===== src/rtl/event_qualifier_pkg.sv =====
// event_qualifier_pkg: shared FSM encoding, default widths and the event record layout.
package event_qualifier_pkg;
  localparam int WIDTH_DEF = 16;
  localparam int CNT_W_DEF = 8;
  localparam int LEN_W_DEF = 16;
  typedef enum logic [1:0] {IDLE, QUAL, ACTIVE, HOLDOFF} state_t;
  typedef struct packed {
    logic [LEN_W_DEF-1:0]        len;
    logic signed [WIDTH_DEF-1:0] peak;
  } evt_rec_t;
endpackage


===== src/rtl/event_record_buf.sv =====
// event_record_buf: single-entry valid/ready record register with sticky overrun on drop.
module event_record_buf #(
  parameter int DW = 32
) (
  input  logic          clk,
  input  logic          rst_n,
  input  logic          load,
  input  logic [DW-1:0] data_in,
  input  logic          clr_overrun,
  input  logic          ready,
  output logic          valid,
  output logic [DW-1:0] data_out,
  output logic          overrun
);
  logic take;
  // a full buffer frees its slot on the same edge it hands off
  assign take = load && (!valid || ready);
  always_ff @(posedge clk)
    if (!rst_n) begin
      valid    <= 1'b0;
      data_out <= '0;
      overrun  <= 1'b0;
    end else begin
      valid   <= take || (valid && !ready);
      if (take) data_out <= data_in;
      overrun <= (load && !take) || (overrun && !clr_overrun);
    end
endmodule


===== src/rtl/event_qualifier.sv =====
// event_qualifier: debounces event_flag runs into {len, peak} records with a hold-off window.
// Peak tracking is built only when EVENT_PEAK_CAPTURE_EN is defined; otherwise evt_peak is 0.
module event_qualifier
  import event_qualifier_pkg::*;
#(
  parameter int WIDTH = WIDTH_DEF,
  parameter int CNT_W = CNT_W_DEF,
  parameter int LEN_W = LEN_W_DEF
) (
  input  logic                    clk,
  input  logic                    rst_n,
  input  logic                    enable,
  input  logic                    event_flag,
  input  logic signed [WIDTH-1:0] sample_in,
  input  logic [CNT_W-1:0]        min_len,
  input  logic [CNT_W-1:0]        holdoff,
  input  logic                    clr_overrun,
  output logic                    evt_valid,
  input  logic                    evt_ready,
  output logic [LEN_W-1:0]        evt_len,
  output logic signed [WIDTH-1:0] evt_peak,
  output logic [LEN_W-1:0]        evt_count,
  output logic                    overrun
);
  state_t state, state_nx;
  logic [LEN_W-1:0] run, run_inc;
  logic [CNT_W-1:0] timer, eff_min;
  logic emit;
  assign eff_min = (min_len == '0) ? CNT_W'(1) : min_len;
  assign run_inc = run + LEN_W'(1);
  always_ff @(posedge clk) state <= rst_n ? state_nx : IDLE;
  always_comb begin
    state_nx = state;
    if (!enable) state_nx = IDLE;
    else
      case (state)
        IDLE:    if (event_flag) state_nx = (eff_min <= CNT_W'(1)) ? ACTIVE : QUAL;
        QUAL:    state_nx = !event_flag ? IDLE : (run_inc >= LEN_W'(eff_min)) ? ACTIVE : QUAL;
        ACTIVE:  if (!event_flag) state_nx = (holdoff == '0) ? IDLE : HOLDOFF;
        HOLDOFF: if (timer == CNT_W'(1)) state_nx = IDLE;
        default: state_nx = IDLE;
      endcase
  end
  always_comb emit = enable && state == ACTIVE && !event_flag;
  // run/timer values outside their owning states are don't-care; entry states reload them
  always_ff @(posedge clk)
    if (!rst_n || !enable) begin
      run   <= '0;
      timer <= '0;
    end else begin
      run   <= (state == IDLE) ? LEN_W'(1) : (&run) ? run : run_inc;
      timer <= (state == ACTIVE) ? holdoff : timer - CNT_W'(1);
    end
  always_ff @(posedge clk) evt_count <= !rst_n ? '0 : evt_count + LEN_W'(emit);
`ifdef EVENT_PEAK_CAPTURE_EN
  localparam int DW = LEN_W + WIDTH;
  logic signed [WIDTH-1:0] peak;
  logic [DW-1:0] rec_in, rec_out;
  // strict compare keeps the earlier sample on ties
  always_ff @(posedge clk)
    if (!rst_n || !enable) peak <= '0;
    else peak <= (state == IDLE || sample_in > peak) ? sample_in : peak;
  assign rec_in = {run, peak};
  assign {evt_len, evt_peak} = rec_out;
`else
  localparam int DW = LEN_W;
  logic [DW-1:0] rec_in, rec_out;
  logic unused_sample;
  assign unused_sample = ^sample_in;
  assign rec_in = run;
  assign evt_len = rec_out;
  assign evt_peak = '0;
`endif
  event_record_buf #(.DW(DW)) u_buf (
    .clk         (clk),
    .rst_n       (rst_n),
    .load        (emit),
    .data_in     (rec_in),
    .clr_overrun (clr_overrun),
    .ready       (evt_ready),
    .valid       (evt_valid),
    .data_out    (rec_out),
    .overrun     (overrun)
  );
endmodule


===== config.mk =====
export PLATFORM = sky130hd
export DESIGN_NAME = event_qualifier
export DESIGN_NICKNAME = d
export VERILOG_FILES = /design/src/rtl/event_qualifier_pkg.sv /design/src/rtl/event_record_buf.sv /design/src/rtl/event_qualifier.sv
export SDC_FILE = /design/constraint.sdc
export NUM_CORES = 1
export LEC_CHECK = 0
export ABC_AREA = 1
export ABC_CLOCK_PERIOD_IN_PS = 3600
export CORE_MARGIN = 2
export CORE_UTILIZATION = 30
export DETAILED_ROUTE_END_ITERATION = 12
export PLACE_DENSITY = 0.51
export SLEW_MARGIN = 5
export SYNTH_ARGS = -nofsm -noshare
export SYNTH_HDL_FRONTEND = slang
export SYNTH_SLANG_ARGS = --single-unit

===== constraint.sdc =====
create_clock -name clk -period 3.6 [get_ports clk]
set_input_delay 0.9 -clock clk [delete_from_list [all_inputs] [get_ports clk]]
set_output_delay 0.9 -clock clk [all_outputs]
set_load 0.01 [all_outputs]

==> results of run 1 <==
==> layer usage <==
layer / global-route usage, % / share of wire [%] / vias to the layer above
li1: - / - / 1525
met1: 16.6 / 47 / 1292
met2: 23.1 / 47 / 62
met3: 4.56 / 4.8 / 7
met4: 2.88 / 0.92 / 0
met5: 0 / 0 / -
==> stage by stage <==
stage / area (sq um) / utilization [%] / std cells
floorplan: 3250 / - / 457
global placement: 3850 / 37.3 / 629
detailed placement: 3850 / 37.3 / 629
CTS: 4040 / 39.1 / 643
global route: 4040 / 39.1 / 643
finish: 4040 / 39.1 / 643
==> layout by cell type, fill, tap and decap left out, drive strengths merged, types with 6 or more instances in the layout <==
cell type      instances
a21oi                 44
clkbuf                12
clkdlybuf4s50         55
conb                  16
dfxtp                 60
ha                    13
inv                   64
nand2                 88
nand3                 34
nand4                  7
nor2                  45
nor3                   9
o21ai                 19
xor2                   6
==> layout make-up <==
class / count / area (sq um) / share of cell area (%)
well taps: 136 / 170 / 4.21
flip-flops and latches: 60 / 1200 / 29.7
clock inverters: 2 / 35.0 / 0.867
clock buffers: 12 / 155 / 3.84
repair buffers: 59 / 581 / 14.4
multi-input cells: 308 / 1650 / 40.8
inverters: 66 / 248 / 6.13
==> cells by family (layout without fill, tap and decap cells) <==
| family | count (synthesis) | count (layout) | synth area share, % |
|---|---|---|---|
| other cells | 1 | 16 | 0.118 |
| compound gates | 75 | 75 | 12.7 |
| simple gates | 194 | 194 | 29.0 |
| xor+xnor | 10 | 10 | 2.98 |
| fa+ha+maj | 13 | 13 | 5.10 |
| flops | 60 | 60 | 37.6 |
| buf+inv | 89 | 139 | 12.4 |
==> power breakdown <==
part	internal (mW)	total [mW]	switching (mW)
clock network	0.349	0.603	0.254
logic	0.0449	0.101	0.0564
registers	0.672	0.679	0.00661
==> sequential cells by signal, indices dropped and copies added, names as in the netlist <==
signal,flops
u_buf.data_out,16
state,2
u_buf.valid,1
rec_in,16
evt_count,16
u_buf.overrun,1
timer,8
==> final timing paths <==
path | start | endpoint | cells after the start
setup / recovery | event_flag | evt_count[14] | 15
hold / removal | u_buf.data_out[7] | u_buf.data_out[7] | 2
setup reg to reg | state[1] | evt_count[14] | 15
hold reg to reg | u_buf.data_out[7] | u_buf.data_out[7] | 2
==> worst register-to-register path, delay by kind of cell (launching register included) <==
family	cells	cell delay, ps
adders and majority gates	2	340
buffers and inverters	2	170
DFF	1	360
and+or+nand+nor	11	1600
==> flow_summary.yaml, run 1 <==
synth:
  yosys_warnings: 0
  edff_count_synth: 0
  synth_seq_cells: 60
  synth_most_common_cell: "sky130_fd_sc_hd__nand2_1"
  synth_top_cell_by_area: "sky130_fd_sc_hd__dfxtp_1"
  netlist_top_cells_area: "sky130_fd_sc_hd__dfxtp_1, sky130_fd_sc_hd__nand2_1, sky130_fd_sc_hd__inv_1"
  ys_seq_area_share_pct: 37.6
  synth_top_flop_cell: "sky130_fd_sc_hd__dfxtp_1"
  netlist_instances: 442
  synth_cell_types: 41
  synthesis.area_per_instance_sq_um: 7.22
  netlist_top_cells_count: "sky130_fd_sc_hd__nand2_1, sky130_fd_sc_hd__inv_1, sky130_fd_sc_hd__dfxtp_1"
  synth.top_cell.area_share_pct: 37.6
  postSynth.asyncResetShare_pct: 0
  syn_area_sq_mm: 0.00319
clock_tree:
  cts_hold_repair.buffers: 0
  cts_tree: "yes"
  clk_transition_reported_paths_ps: 70
  cts-buffers-inserted: 9
  cts_setup_buffers: 0
  cts-root-buf: "sky130_fd_sc_hd__clkbuf_8"
  clock_latency_ps: 330
  cts.sink_count: 60
  htreeDepth: 3
  clock_path_buffers: 2
  cts-resized-gates: 0
run:
  timing.max_cap.violations: 0
floorplanning:
  die_w_um: 107
  fp.coreArea_sq_mm: 0.0103
  floorplan.rows: 37
  num_io_pins: 88
  die-area_sq_mm: 0.0115
  fp.dieH_um: 107
  floorplan.initialDensity_pct: 30.9
placement:
  finalWeightedCongestion: 0.835
  hpwlAfterDp_um: 5620
  place_ws_ps: 228
  buffer_ports.inserted: 55
timing:
  slew_headroom_pct: 52.2
  final.min_clock_period_ps: 3000
  fin_worst_hold_slack_ps: 459
  rsz0062_at_grt: "no"
  worst_pin_slew_ps: 717
  report.final.setup_viol: 0
  fmax_ghz: 0.333
  finalMaxSlewViolations: 0
  final_hold_viol_count: 0
  fin_setup_tns_ps: 0
  timing.final.ws_setup_ps: 596
  fin_worst_skew_ps: 9.17
  min_period_over_period_pct: 83.5
grt:
  pin_count_of_the_biggest_net_entering_global_routing: 23
  grt_first_pass_wirelength_um: 12500
  grt_use_total_pct: 13.6
  first_global_vias: 2730
  grt_overflow: 0
  grt_antenna_before_repair: 0
setup_path:
  required_worst_endpoint_ps: 3830
  worst_setup_slack_for_register_to_register_paths_ps: 1040
  worst_path_buffer_plus_inverter_count: 3
  timing.critical_path.to_type: "register"
  path_cells: "clkdlybuf4s50_1 > inv_1 > nand3_1 > clkinv_1 > ha_1 > ha_1 > nand2_1 > nor3_1 > and2_1 > nand4_1 > nand3b_1 > nor3_2 > nand2_1 > nand2_1 > nor2_1"
  cpMaxStageDelayCell: "sky130_fd_sc_hd__clkdlybuf4s50_1"
  cp.arrival_ps: 3240
  startpoint_type: "primary input"
  critical_path_peak_fanout: 4
  type_of_the_setup_path_with_the_least_slack: "primary input to register"
  crit_family: "simple AND/OR/NAND/NOR gates"
  cp_slowest_stage_delay_ps: 470
  critical_path.most_common_cell: "sky130_fd_sc_hd__nand2_1"
routing:
  vias_per_cell: 4.49
  drtPass1Iterations: 4
  route.antenna.remaining_nets: 0
  drt_drc_violations_left: 0
  detailedRoute.firstIterationViolations: 80
  finalWirelength_um: 7400
  route.vias.total: 2886
  wl_per_cell_um: 11.5
final_layout:
  final_layout_size_suffix_gt1_share_pct: 7.30
  finalNetCount: 555
  syn_to_final_growth_pct: 26.6
  fill_cells: 1087
  antenna_cells: 0
worst_hold_path:
  timing.hold.worst.class: "register to register"
outcome:
  status: "finished clean"
pwr:
  irDropWorstVdd_v: 0.000165
  power_mw: 1.38
  power_density_mw_per_mm2: 342
  leakagePower_nw: 1.73
(Power assumes the default switching activity.)
==> run 2, diff against run 1 <==
--- a/config.mk
+++ b/config.mk
@@ -6,11 +6,11 @@
 export NUM_CORES = 1
 export LEC_CHECK = 0
 export ABC_AREA = 1
-export ABC_CLOCK_PERIOD_IN_PS = 3600
+export ABC_CLOCK_PERIOD_IN_PS = 2400
 export CORE_MARGIN = 2
 export CORE_UTILIZATION = 30
 export DETAILED_ROUTE_END_ITERATION = 12
-export PLACE_DENSITY = 0.51
+export PLACE_DENSITY = 0.53
 export SLEW_MARGIN = 5
 export SYNTH_ARGS = -nofsm -noshare
 export SYNTH_HDL_FRONTEND = slang
==> constraint.sdc (replaced) <==
create_clock -name clk -period 2.4 [get_ports clk]
set_input_delay 0.6 -clock clk [delete_from_list [all_inputs] [get_ports clk]]
set_output_delay 0.6 -clock clk [all_outputs]
set_load 0.01 [all_outputs]
==> flow_summary.yaml, run 2 (same netlist as run 1, synthesis figures left out) <==
grt:
  first_global_vias: 2792
  grt_first_pass_wirelength_um: 12700
  grt_overflow: 0
  grt_use_total_pct: 13.9
  pin_count_of_the_biggest_net_entering_global_routing: 19
  grt_antenna_before_repair: 0
pwr:
  power_mw: 2.10
  leakagePower_nw: 1.95
  irDropWorstVdd_v: 0.000232
  power_density_mw_per_mm2: 479
placement:
  buffer_ports.inserted: 55
  hpwlAfterDp_um: 5850
  finalWeightedCongestion: 0.838
  dpl.cell_count: 655
  post_dp_cell_area_sq_mm: 0.00410
  place_ws_ps: -429
timing:
  finalMaxSlewViolations: 0
  min_period_over_period_pct: 93.1
  final.min_clock_period_ps: 2230
  timing.final.ws_setup_ps: 165
  final_hold_viol_count: 0
  report.final.setup_viol: 0
  fin_worst_skew_ps: 5.43
  fin_worst_hold_slack_ps: 458
  fmax_ghz: 0.447
final_layout:
  stdcell_count: 672
  fill_cells: 1057
  syn_to_final_growth_pct: 37.4
  final_layout_size_suffix_gt1_share_pct: 17.0
  multi_input_combinational_cell_area_sq_mm: 0.00176
  fin_area_sq_mm: 0.00438
  final-seq-area_sq_mm: 0.00120
  antenna_cells: 0
  final_cell_mix: "sky130_fd_sc_hd__nand2_1, sky130_fd_sc_hd__inv_1, sky130_fd_sc_hd__dfxtp_1"
  final_common_cell: "sky130_fd_sc_hd__nand2_1"
  finalNetCount: 584
clock_tree:
  cts_tree: "yes"
  cts_hold_repair.buffers: 0
  cts-buffers-inserted: 9
  clock_latency_ps: 330
  htreeDepth: 3
  cts-root-buf: "sky130_fd_sc_hd__clkbuf_8"
  cts.sink_count: 60
  clock_path_buffers: 2
  clk_transition_reported_paths_ps: 60
floorplanning:
  fp.coreArea_sq_mm: 0.0103
  fp.dieH_um: 107
  die-area_sq_mm: 0.0115
  die_w_um: 107
  floorplan.initialDensity_pct: 30.9
  floorplan.rows: 37
  num_io_pins: 88
run:
  timing.max_cap.violations: 0
outcome:
  status: "finished clean"
routing:
  route.vias.total: 3014
  detailedRoute.firstIterationViolations: 75
  route.antenna.remaining_nets: 0
  vias_per_cell: 4.49
  drtPass1Iterations: 4
  wl_per_cell_um: 11.5
  finalWirelength_um: 7710
  drt_drc_violations_left: 0
worst_hold_path:
  timing.hold.worst.class: "register to register"
setup_path:
  startpoint_type: "primary input"
  required_worst_endpoint_ps: 2630
  timing.critical_path.to_type: "register"
  critical_path_peak_fanout: 2
  cp.arrival_ps: 2470
  type_of_the_setup_path_with_the_least_slack: "primary input to register"
-- run 2: cell count changes in the layout (fill, tap and decap cells not counted), moves of 4 or more --
cell	before	now
sky130_fd_sc_hd__buf_4	4	32
sky130_fd_sc_hd__clkdlybuf4s50_1	55	46
sky130_fd_sc_hd__dlymetal6s2s_1	0	4
sky130_fd_sc_hd__inv_1	63	59
sky130_fd_sc_hd__inv_2	1	5
-- run 2: routing by layer --
metal,GRT usage [%],share of wire (%),up-vias
met3,4.44,4.8,6
met2,23.1,49,57
met1,16.9,46,1365
li1,-,-,1586
met4,4.64,0.89,0
met5,0,0,-
-- run 2: power by group --
group | switching [mW] | internal (mW) | total [mW]
clock network | 0.381 | 0.524 | 0.904
registers | 0.0106 | 1.01 | 1.02
logic | 0.0933 | 0.0821 | 0.175
total | 0.485 | 1.61 | 2.10
-- run 2: repair_timing --
action / in CTS / in global routing
hold endpoints to repair: 0 / 0
resized for setup: 8 / 25
setup buffers: 0 / 3
setup endpoints to repair: 5 / 7
pin swaps: 4 / 15
-- run 2: critical path, stage by stage --
cell	delay (ps)
sky130_fd_sc_hd__dlymetal6s2s_1	130
sky130_fd_sc_hd__inv_2	50
sky130_fd_sc_hd__nand4_1	130
sky130_fd_sc_hd__nor4_4	340
sky130_fd_sc_hd__or2_4	180
sky130_fd_sc_hd__ha_4	190
sky130_fd_sc_hd__inv_2	40
sky130_fd_sc_hd__nand2_1	30
sky130_fd_sc_hd__nand2_1	50
sky130_fd_sc_hd__nand2_1	50
sky130_fd_sc_hd__nand2_1	50
sky130_fd_sc_hd__nand2_1	50
sky130_fd_sc_hd__nand2_1	80
sky130_fd_sc_hd__a21oi_2	70
sky130_fd_sc_hd__nor2_2	100
sky130_fd_sc_hd__nand2_1	60
sky130_fd_sc_hd__nand2_1	60
sky130_fd_sc_hd__nand3_1	60
sky130_fd_sc_hd__nand2_1	90
sky130_fd_sc_hd__a21oi_2	60
-- run 2: final cells by class --
type                    count  area share (%)
inverters                  66            5.76
multi-input cells         308            40.2
flip-flops and latches     60            27.5
clock inverters             2           0.799
clock buffers              12            3.54
repair buffers             88            18.3
well taps                 136            3.88
-- run 2: final timing paths --
kind / start / to / slack, ps / cells past startpoint
setup reg to reg: rec_in[1] / state[1] / 190 / 14
hold / removal: u_buf.data_out[4] / u_buf.data_out[4] / 460 / 2
setup / recovery: min_len[6] / state[1] / 170 / 20
hold reg to reg: u_buf.data_out[4] / u_buf.data_out[4] / 460 / 2
-- run 2: through the flow --
| stage | setup TNS [ps] | util, % |
|---|---|---|
| after floorplan | 0 | - |
| after global placement | -3280 | 39.7 |
| after detailed placement | -3140 | 39.7 |
| after CTS | -8.75 | 41.8 |
| after global routing | -44.9 | 42.5 |
| final | 0 | 42.5 |
==> run 3, diff against run 2 <==
--- a/config.mk
+++ b/config.mk
@@ -11,6 +11,7 @@
 export CORE_UTILIZATION = 30
 export DETAILED_ROUTE_END_ITERATION = 12
 export PLACE_DENSITY = 0.53
+export SKIP_CTS_REPAIR_TIMING = 1
 export SLEW_MARGIN = 5
 export SYNTH_ARGS = -nofsm -noshare
 export SYNTH_HDL_FRONTEND = slang
==> flow_summary.yaml, run 3 (same netlist as run 1, synthesis figures left out) <==
floorplanning:
  fp.dieH_um: 107
  num_io_pins: 88
  fp.coreArea_sq_mm: 0.0103
  die-area_sq_mm: 0.0115
  floorplan.initialDensity_pct: 30.9
  floorplan.rows: 37
  die_w_um: 107
clock_tree:
  cts-root-buf: "sky130_fd_sc_hd__clkbuf_8"
  clk_transition_reported_paths_ps: 60
  cts.sink_count: 60
  clock_path_buffers: 2
  cts-buffers-inserted: 9
  cts_tree: "yes"
  clock_latency_ps: 340
  htreeDepth: 3
routing:
  vias_per_cell: 4.48
  finalWirelength_um: 7810
  route.antenna.remaining_nets: 0
  drt_drc_violations_left: 0
  wl_per_cell_um: 11.6
  drtPass1Iterations: 4
  route.vias.total: 3022
  detailedRoute.firstIterationViolations: 78
worst_hold_path:
  timing.hold.worst.class: "register to register"
timing:
  fin_worst_hold_slack_ps: 458
  fin_worst_skew_ps: 6.66
  min_period_over_period_pct: 93.3
  report.final.setup_viol: 0
  final.min_clock_period_ps: 2240
  finalMaxSlewViolations: 0
  timing.final.ws_setup_ps: 162
  fin_setup_tns_ps: 0
  fmax_ghz: 0.447
  rsz0062_at_grt: "yes"
  final_hold_viol_count: 0
grt:
  pin_count_of_the_biggest_net_entering_global_routing: 19
  grt_antenna_before_repair: 0
  grt_first_pass_wirelength_um: 12600
  grt_overflow: 0
  first_global_vias: 2769
  grt_use_total_pct: 13.7
setup_path:
  critical_path_peak_fanout: 2
  type_of_the_setup_path_with_the_least_slack: "primary input to register"
  required_worst_endpoint_ps: 2630
  timing.critical_path.to_type: "register"
  cp.arrival_ps: 2470
  startpoint_type: "primary input"
final_layout:
  final_cell_mix: "sky130_fd_sc_hd__nand2_1, sky130_fd_sc_hd__inv_1, sky130_fd_sc_hd__dfxtp_1"
  syn_to_final_growth_pct: 39.8
  antenna_cells: 0
  final_common_cell: "sky130_fd_sc_hd__nand2_1"
  final_layout_size_suffix_gt1_share_pct: 17.5
  finalNetCount: 586
  utilization_pct: 43.2
run:
  timing.max_cap.violations: 0
pwr:
  power_density_mw_per_mm2: 473
  irDropWorstVdd_v: 0.000234
  leakagePower_nw: 2.05
placement:
  finalWeightedCongestion: 0.838
  hpwlAfterDp_um: 5850
  buffer_ports.inserted: 55
  place_ws_ps: -429
outcome:
  status: "finished clean"
-- run 3: path summary, 6_finish.rpt --
path	startpoint	slack (ps)	to	depth (start not counted)
worst max-delay path	min_len[5]	160	state[1]	20
worst min-delay path	u_buf.data_out[4]	460	u_buf.data_out[4]	2
worst max register to register	rec_in[1]	190	state[1]	14
worst min register to register	u_buf.data_out[4]	460	u_buf.data_out[4]	2
-- run 3: per-layer routing --
layer | GRT usage [%] | routed length, um | vias to the layer above
met3 | 4.44 | 390 | 7
met4 | 4.64 | 76 | 0
met2 | 22.7 | 3780 | 56
met5 | 0 | 0 | -
met1 | 16.7 | 3560 | 1369
li1 | - | - | 1590
-- run 3: stage by stage --
stage / std cells / power, mW / cell area, sq um
6_report: 674 / 2.11 / 4460
3_5_place_dp: 655 / 1.21 / 4100
4_1_cts: 669 / 2.13 / 4290
2_1_floorplan: 457 / 1.15 / 3300
5_1_grt: 674 / 2.21 / 4460
3_3_place_gp: 655 / 1.21 / 4100
-- run 3: final cells by class --
type	instances	area (sq um)
fillers	1054	5860
clock buffers	12	155
clock inverters	2	35.0
inverters	66	253
multi-input cells	308	1790
well taps	136	170
flip-flops and latches	60	1200
repair buffers	90	848
-- run 3: critical path: stages --
cell	delay (ps)
sky130_fd_sc_hd__dlymetal6s2s_1	120
sky130_fd_sc_hd__inv_1	70
sky130_fd_sc_hd__nand4_1	140
sky130_fd_sc_hd__nor4_4	340
sky130_fd_sc_hd__or2_4	180
sky130_fd_sc_hd__ha_4	190
sky130_fd_sc_hd__inv_2	40
sky130_fd_sc_hd__nand2_1	30
sky130_fd_sc_hd__nand2_1	50
sky130_fd_sc_hd__nand2_1	50
sky130_fd_sc_hd__nand2_1	50
sky130_fd_sc_hd__nand2_1	50
sky130_fd_sc_hd__nand2_1	80
sky130_fd_sc_hd__a21oi_2	70
sky130_fd_sc_hd__nor2_2	100
sky130_fd_sc_hd__nand2_1	60
sky130_fd_sc_hd__nand2_1	60
sky130_fd_sc_hd__nand3_1	60
sky130_fd_sc_hd__nand2_1	90
sky130_fd_sc_hd__a21oi_2	50
-- run 3: power breakdown --
part	total, mW	internal (mW)	switching [mW]
Sequential	1.02	1.01	0.0107
Combinational	0.178	0.0847	0.0934
Clock	0.914	0.524	0.390
